## src/rtl/graphics_pkg.sv

```systemverilog
// Shared pixel beat format for the graphics primitive streams.
package graphics_pkg;

   localparam int unsigned X_WIDTH     = 12;
   localparam int unsigned Y_WIDTH     = 12;
   localparam int unsigned COLOR_WIDTH = 8;

   typedef struct packed {
      logic [X_WIDTH-1:0]     x;
      logic [Y_WIDTH-1:0]     y;
      logic [COLOR_WIDTH-1:0] color;
   } pixel_t;

   localparam int unsigned ST_DATA_WIDTH = $bits(pixel_t);

endpackage

```

## src/rtl/graphics_pixel_writer.sv

```systemverilog
// Pixel stream sink: buffers beats in a small FIFO, clips to the visible area
// and issues one Avalon-MM word write per visible pixel into the frame buffer.
module graphics_pixel_writer
   import graphics_pkg::*;
#(
   parameter int unsigned H_RES         = 640,
   parameter int unsigned V_RES         = 480,
   parameter int unsigned FB_BASE       = 0,
   parameter int unsigned FB_ADDR_WIDTH = 19,
   parameter int unsigned FIFO_DEPTH    = 4
) (
   input  logic                     clk,
   input  logic                     reset,
   input  logic [ST_DATA_WIDTH-1:0] st_data,
   input  logic                     st_valid,
   output logic                     st_ready,
   output logic [FB_ADDR_WIDTH-1:0] mm_fb_address,
   output logic [COLOR_WIDTH-1:0]   mm_fb_writedata,
   output logic                     mm_fb_write,
   input  logic                     mm_fb_waitrequest,
   output logic                     idle
);

   localparam int unsigned PTR_W  = $clog2(FIFO_DEPTH);
   localparam int unsigned CNT_W  = $clog2(FIFO_DEPTH + 1);
   localparam int unsigned PROD_W = Y_WIDTH + 32;
   localparam int unsigned SUM_W  = PROD_W + 1;

   pixel_t             fifo_mem [FIFO_DEPTH];
   logic [PTR_W-1:0]   wr_ptr;
   logic [PTR_W-1:0]   rd_ptr;
   logic [CNT_W-1:0]   count;

   pixel_t             in_pix;
   pixel_t             head;
   logic               push;
   logic               pop;
   logic               or_free;
   logic               in_range;
   logic [PROD_W-1:0]  row_offset;
   logic [SUM_W-1:0]   lin_addr;

   assign in_pix = pixel_t'(st_data);

   // Handshake and pop decisions; ready comes only from registered occupancy.
   always_comb begin
      st_ready = (count != CNT_W'(FIFO_DEPTH));
      or_free  = !mm_fb_write || !mm_fb_waitrequest;
      push     = st_valid && st_ready;
      pop      = (count != '0) && or_free;
      idle     = (count == '0) && !mm_fb_write;
   end

   // Clip test and linear address of the FIFO head, full-width product first.
   always_comb begin
      head       = fifo_mem[rd_ptr];
      in_range   = (32'(head.x) < H_RES) && (32'(head.y) < V_RES);
      row_offset = PROD_W'(head.y) * PROD_W'(H_RES);
      lin_addr   = SUM_W'(FB_BASE) + SUM_W'(row_offset) + SUM_W'(head.x);
   end

   // FIFO storage; contents need no reset since the pointers define validity.
   always_ff @(posedge clk) begin
      if (push) begin
         fifo_mem[wr_ptr] <= in_pix;
      end
   end

   // FIFO pointers and occupancy; power-of-2 depth lets pointers wrap naturally.
   always_ff @(posedge clk or posedge reset) begin
      if (reset) begin
         wr_ptr <= '0;
         rd_ptr <= '0;
         count  <= '0;
      end else begin
         if (push) begin
            wr_ptr <= wr_ptr + PTR_W'(1);
         end
         if (pop) begin
            rd_ptr <= rd_ptr + PTR_W'(1);
         end
         unique case ({push, pop})
            2'b10:   count <= count + CNT_W'(1);
            2'b01:   count <= count - CNT_W'(1);
            default: count <= count;
         endcase
      end
   end

   // Output register: load visible pixels, drop clipped ones, hold while stalled.
   always_ff @(posedge clk or posedge reset) begin
      if (reset) begin
         mm_fb_write     <= 1'b0;
         mm_fb_address   <= '0;
         mm_fb_writedata <= '0;
      end else if (or_free) begin
         if (pop && in_range) begin
            mm_fb_write     <= 1'b1;
            mm_fb_address   <= FB_ADDR_WIDTH'(lin_addr);
            mm_fb_writedata <= head.color;
         end else begin
            mm_fb_write <= 1'b0;
         end
      end
   end

endmodule

```

## config.mk

```make
export PLATFORM = sky130hd
export DESIGN_NAME = graphics_pixel_writer
export DESIGN_NICKNAME = d
export VERILOG_FILES = /design/src/rtl/graphics_pkg.sv /design/src/rtl/graphics_pixel_writer.sv
export SDC_FILE = /design/constraint.sdc
export NUM_CORES = 1
export LEC_CHECK = 0
export ABC_CLOCK_PERIOD_IN_PS = 11100
export CAP_MARGIN = 20
export CORE_AREA = 2 2 110 112
export CTS_CLUSTER_SIZE = 12
export DETAILED_ROUTE_END_ITERATION = 8
export DIE_AREA = 0 0 112 114
export PLACE_DENSITY_LB_ADDON = 0.08
export SKIP_CTS_REPAIR_TIMING = 1
export SYNTH_ARGS = -nofsm -noshare
export SYNTH_HDL_FRONTEND = slang
export SYNTH_SLANG_ARGS = --single-unit
```

## constraint.sdc

```tcl
create_clock -name clk -period 11.1 [get_ports clk]
set_input_delay 1.665 -clock clk [delete_from_list [all_inputs] [get_ports clk]]
set_output_delay 1.665 -clock clk [all_outputs]
set_load 0.01 [all_outputs]
```

After elaboration in Yosys (flattened, before gate mapping)

Memory sizes are Yosys's and may differ from the RTL's.
Index checks and enable logic that the tools add are counted.

Register bits: 35
Bits in writable memories: 128
Bits of input ports: 36
Output and inout bits: 30
Logic and storage cells: 34
Memories: 1

Add/sub/neg operators: 5
$mul: 1
Order comparisons: 2
Equality and inequality tests: 3
Mux-type cells: 4
Reduce and logical (&&, ||, !) cells: 12

Memory list:

| name     | words | width | read ports | clocked after Yosys merged registers in | wr ports | RTL line                    | source |
|---|---|---|---|---|---|---|---|
| fifo_mem | 4     | 32    | 1          | 0                                       | 1        | graphics_pixel_writer.sv:29 | `pixel_t fifo_mem [FIFO_DEPTH];` |

Operators by type and width:

| kind                  | number |
|---|---|
| $add 19x12->19        | 1 |
| $lt 12x10->1 const B  | 1 |
| $lt 12x9->1 const B   | 1 |
| $mul 12x3->12 const B | 1 |
| $pmux 3 s2            | 1 |
| $logic_and 1x1->1     | 5 |
| $add 2x1->2 const B   | 2 |
| $add 3x1->3 const B   | 1 |
| $logic_not 3->1       | 1 |
| $mux 1                | 3 |
| $ne 3x3->1 const B    | 1 |
| $reduce_bool 3->1     | 1 |
| $sub 3x1->3 const B   | 1 |
| $eq 2x1->1 const B    | 1 |
| $eq 2x2->1 const B    | 1 |
| $logic_not 1->1       | 2 |
| $reduce_and 2->1      | 1 |
| $reduce_bool 2->1     | 1 |
| $logic_or 1x1->1      | 1 |

Logic depth before layout (Yosys ltp)

Word-level depth: 5
Gate-level depth with buffers: 14
Depth with buffers taken out: 11

Worst setup path after synthesis

Ideal clock, no wire load.

Path type: reg2reg
Start: reg rd_ptr[0]
End: reg mm_fb_address[18]
Library setup time: 125 ps
Arrival: 4,116 ps
Data required time: 10,975 ps
Setup slack: 6,859 ps
Cell stages (with the launch flop): 15
Path buffers: 3
Clock period less this slack: 4,241 ps
Cells stage by stage: dfrtp_1 > buf_4 > buf_6 > buf_1 > mux4_2 > ha_1 > ha_1 > fa_1 > a21o_1 > a21oi_1 > xnor2_1 > nand3_1 > nor3_2 > xnor3_1 > mux2_2

Word-level cells in the longest chain between the ends: 5
Elaborated cells on any way between the ends: 8
Classes of those cells: 1 x add/sub; 1 x mul; 2 x order compare; 3 x reduce/logical; 1 x memory

Ends and longest elaborated chain:

| item                                                   | RTL line                    | source |
|---|---|---|
| from (decl)                                            | graphics_pixel_writer.sv:31 | `logic [PTR_W-1:0] rd_ptr;` |
| from (signal assigned)                                 | graphics_pixel_writer.sv:80 | `rd_ptr <= rd_ptr + PTR_W'(1);` |
| $mem_v2 4x32 *                                         | n/a                         |  |
| branches (longest 4 deep; another with $add 19x12->19) | n/a                         |  |
| to (signal assigned)                                   | graphics_pixel_writer.sv:99 | `mm_fb_address <= FB_ADDR_WIDTH'(lin_addr);` |
| to (decl)                                              | graphics_pixel_writer.sv:17 | `output logic [FB_ADDR_WIDTH-1:0] mm_fb_address,` |

Every way passes the cells marked *.
A chain may end at the register's enable or synchronous reset.

Worst setup path after layout

Ends and elaborated chain as after synthesis.

==> metrics <==
vias in the first global route approximately 3700; IO Port Bufs 65; Die Ht roughly 110 um; critical path data required time 11.40 ns; Top Ports 66; Placeable Area roughly 12000 sq um; Total Wirelength 11400 um; Crit Path Max Fanout 34; critical-path cell list buf_4, mux4_2, ha_1, ha_1, fa_1, a21o_1, a21oi_1, xnor2_1, nand3_1, nor3_2, xnor3_1, mux2_2; Worst path slowest cell mux4_2; top-count cell post-synth edfxtp_1; antenna cells 0; Post-Synth Simple-Gate Area between 3 and 4%; final worst path period share between 30% and 40%; Slew HR 51.1%; fin area 8240 sq um; CTS Sinks 163; CTS Buf Count 17; layout cells sized above 1 between 10% and 20%; Final nets 515; DR pass1 iterations 4; initial antenna violation count 0; mux contribution to synthesized area about 14%; Crit path top cell by count ha_1; First DRT Iteration DRCs 295; Synth Register Bits ~160; Post-Syn Area between 6000 and 7000 sq um; Die Wd 112 um; mean area per synthesized cell roughly 19 sq um; Yosys top cell by area edfxtp_1; pwr dens 331 nW/um^2; post-DP HPWL a little under 7000 um; worst setup path class reg2reg; vias 3418; maximum clock path buffer count 2; distinct cell type count after synthesis 43; Worst-path clk slew ~0.06 ns; Buf/Inv on CP 1; Arr. time, crit path approximately 4.5 ns; initial core utilization ~59%; clock latency on the worst-skew pair around 0.42 ns; Final GP Congestion around 0.8; Synthesis Warnings 0; Synth Area in Compound Gates 3.34%; H-Tree Depth 4; HP Class reg2reg; Routed WL per cell ~19 um; largest family of logic cells by synthesized area multiplexers; crit-path leading delay family adder cells; Placed Cells roughly 580; max_cap viols 0; Tot Pwr around 2700 uW; floorplan die area ~13000 sq um; vias per cell approximately 5.6; async set-reset flop share out of synthesis 21.5%; leakage power between 0.003 and 0.004 uW; Total GRT Usage 19.7%; status complete, no violations; Synth top cells by count 128 x edfxtp_1, 35 x dfrtp_1, 32 x mux4_2; worst vdd ir 0.267 mV; DRC violations left 0; post-synth net total 434; largest net degree at the start of global routing 38; Layout area overhead 20.2%; Top FF cell, synth edfxtp_1; final non-filler cell total about 610; post-route setup TNS 0 ns; fraction of synthesized cell area in xor and xnor cells under 10%; Max Slew Vio Count 0; ANT nets after route 0; Clock Skews roughly 0.004 ns; f_max about 0.24 GHz; clock root buffer master clkbuf_16; sequential fraction of the synthesis area between 60 and 70%; crit path time final around 4.2 ns; Congestion Overflow GR 0; final hold violations 0; Least-Margin Pin Slew 0.732 ns; Post-synth EDFFs around 130; placed inst area 7690 sq um; CP startpoint kind flip-flop; Post-Syn Instances about 370; Max stage delay on crit path between 0.6 and 0.7 ns; RSZ-0062 raised after global routing false; Adder-Cell Fraction of Synth Area between 5 and 6%; top post-synthesis cells by area edfxtp_1 56%, dfrtp_1 13%, mux4_2 11%, ha_1 4.9%, mux2_4 2.4%; # setup viols final 0; top cell type's share of synthesized area a little under three fifths; Worst setup EP type flip-flop; first-pass GRT wire length approximately 19000 um; FP Rows 40; CTS tree done
cells in the final DEF (no fill, tap or decap), types with 3 or more instances in the layout:
cell type / n
clkbuf_8: 4
mux4_2: 32
dfrtp_1: 34
clkinv_2: 3
xnor2_1: 12
and3_1: 4
xor2_1: 10
mux2_2: 5
a21o_1: 3
fa_1: 3
a21oi_1: 6
clkbuf_1: 6
edfxtp_1: 128
ha_1: 27
clkdlybuf4s50_1: 65
nor2_1: 9
o21ai_0: 3
clkbuf_16: 17
mux2_4: 11
inv_1: 14
o21ai_1: 13
buf_4: 7
nand2_1: 17
metal layers:
metal / global-route usage [%] / wire, um / part of all wire [%] / vias to the layer above
met1: 25.5 / 5090 / 45 / 1746
li1: - / - / - / 1590
met3: 4.94 / 394 / 3.5 / 15
met5: 0 / 0 / 0 / -
met4: 8.86 / 216 / 1.9 / 0
met2: 32.2 / 5680 / 50 / 67
area by class of cell:
cell class / count / area, sq um
multi-input combinational: 180 / 2020
clock buffer: 27 / 503
timing repair buffer: 72 / 703
inverter: 15 / 56.3
fill: 778 / 3470
sequential: 163 / 4720
clock inverter: 5 / 48.8
tap: 147 / 184
final timing paths:
path,start,end,slack [ns],cells after the start
hold reg to reg,mm_fb_address[17]$_DFFE_PP0P_,mm_fb_address[17]$_DFFE_PP0P_,0.49,2
setup / recovery,rd_ptr[0]$_DFFE_PP0P_,mm_fb_address[18]$_DFFE_PP0P_,6.90,12
max in group asynchronous,reset,rd_ptr[0]$_DFFE_PP0P_,9.08,3
hold / removal,mm_fb_address[17]$_DFFE_PP0P_,mm_fb_address[17]$_DFFE_PP0P_,0.49,2
setup reg to reg,rd_ptr[0]$_DFFE_PP0P_,mm_fb_address[18]$_DFFE_PP0P_,6.90,12
min in group asynchronous,reset,mm_fb_address[18]$_DFFE_PP0P_,1.66,3
power by group:
group / switching (uW) / leakage, uW / internal, uW / total, uW
registers: 52.2 / 0.00162 / 821 / 873
clock network: 213 / 0.000273 / 331 / 543
logic: 686 / 0.00119 / 623 / 1310
worst min-delay path, cell delays in order (launching register included):
cell	delay [ns]
dfrtp_1	0.34
nand2_1	0.05
o21ai_1	0.06
metrics by stage:
stage / util, % / setup slack (ns) / hold slack [ns]
global placement: 65.6 / 6.93 / 0.468
finish: 70.4 / 6.90 / 0.486
floorplan: - / 6.86 / 0.483
CTS: 70.4 / 6.83 / 0.490
detailed placement: 65.6 / 6.85 / 0.477
global route: 70.4 / 6.64 / 0.502
flip-flops by register name, indices dropped and copies added, names as in the netlist:
| name | cells |
|---|---|
| mm_fb_writedata | 8 |
| mm_fb_address | 19 |
| rd_ptr | 2 |
| fifo_mem | 128 |
| mm_fb_write | 1 |
| count | 3 |
| wr_ptr | 2 |
cells by family (layout without fill, tap and decap cells):
logic type,Yosys count,in the layout
AOI/OAI and AO/OA,37,37
xor gates and xnor gates,23,23
adders and majority gates,30,30
buffers and inverters,25,119
DFF,163,163
muxes,50,50
and+or+nand+nor,40,40
(Power assumes the default switching activity.)
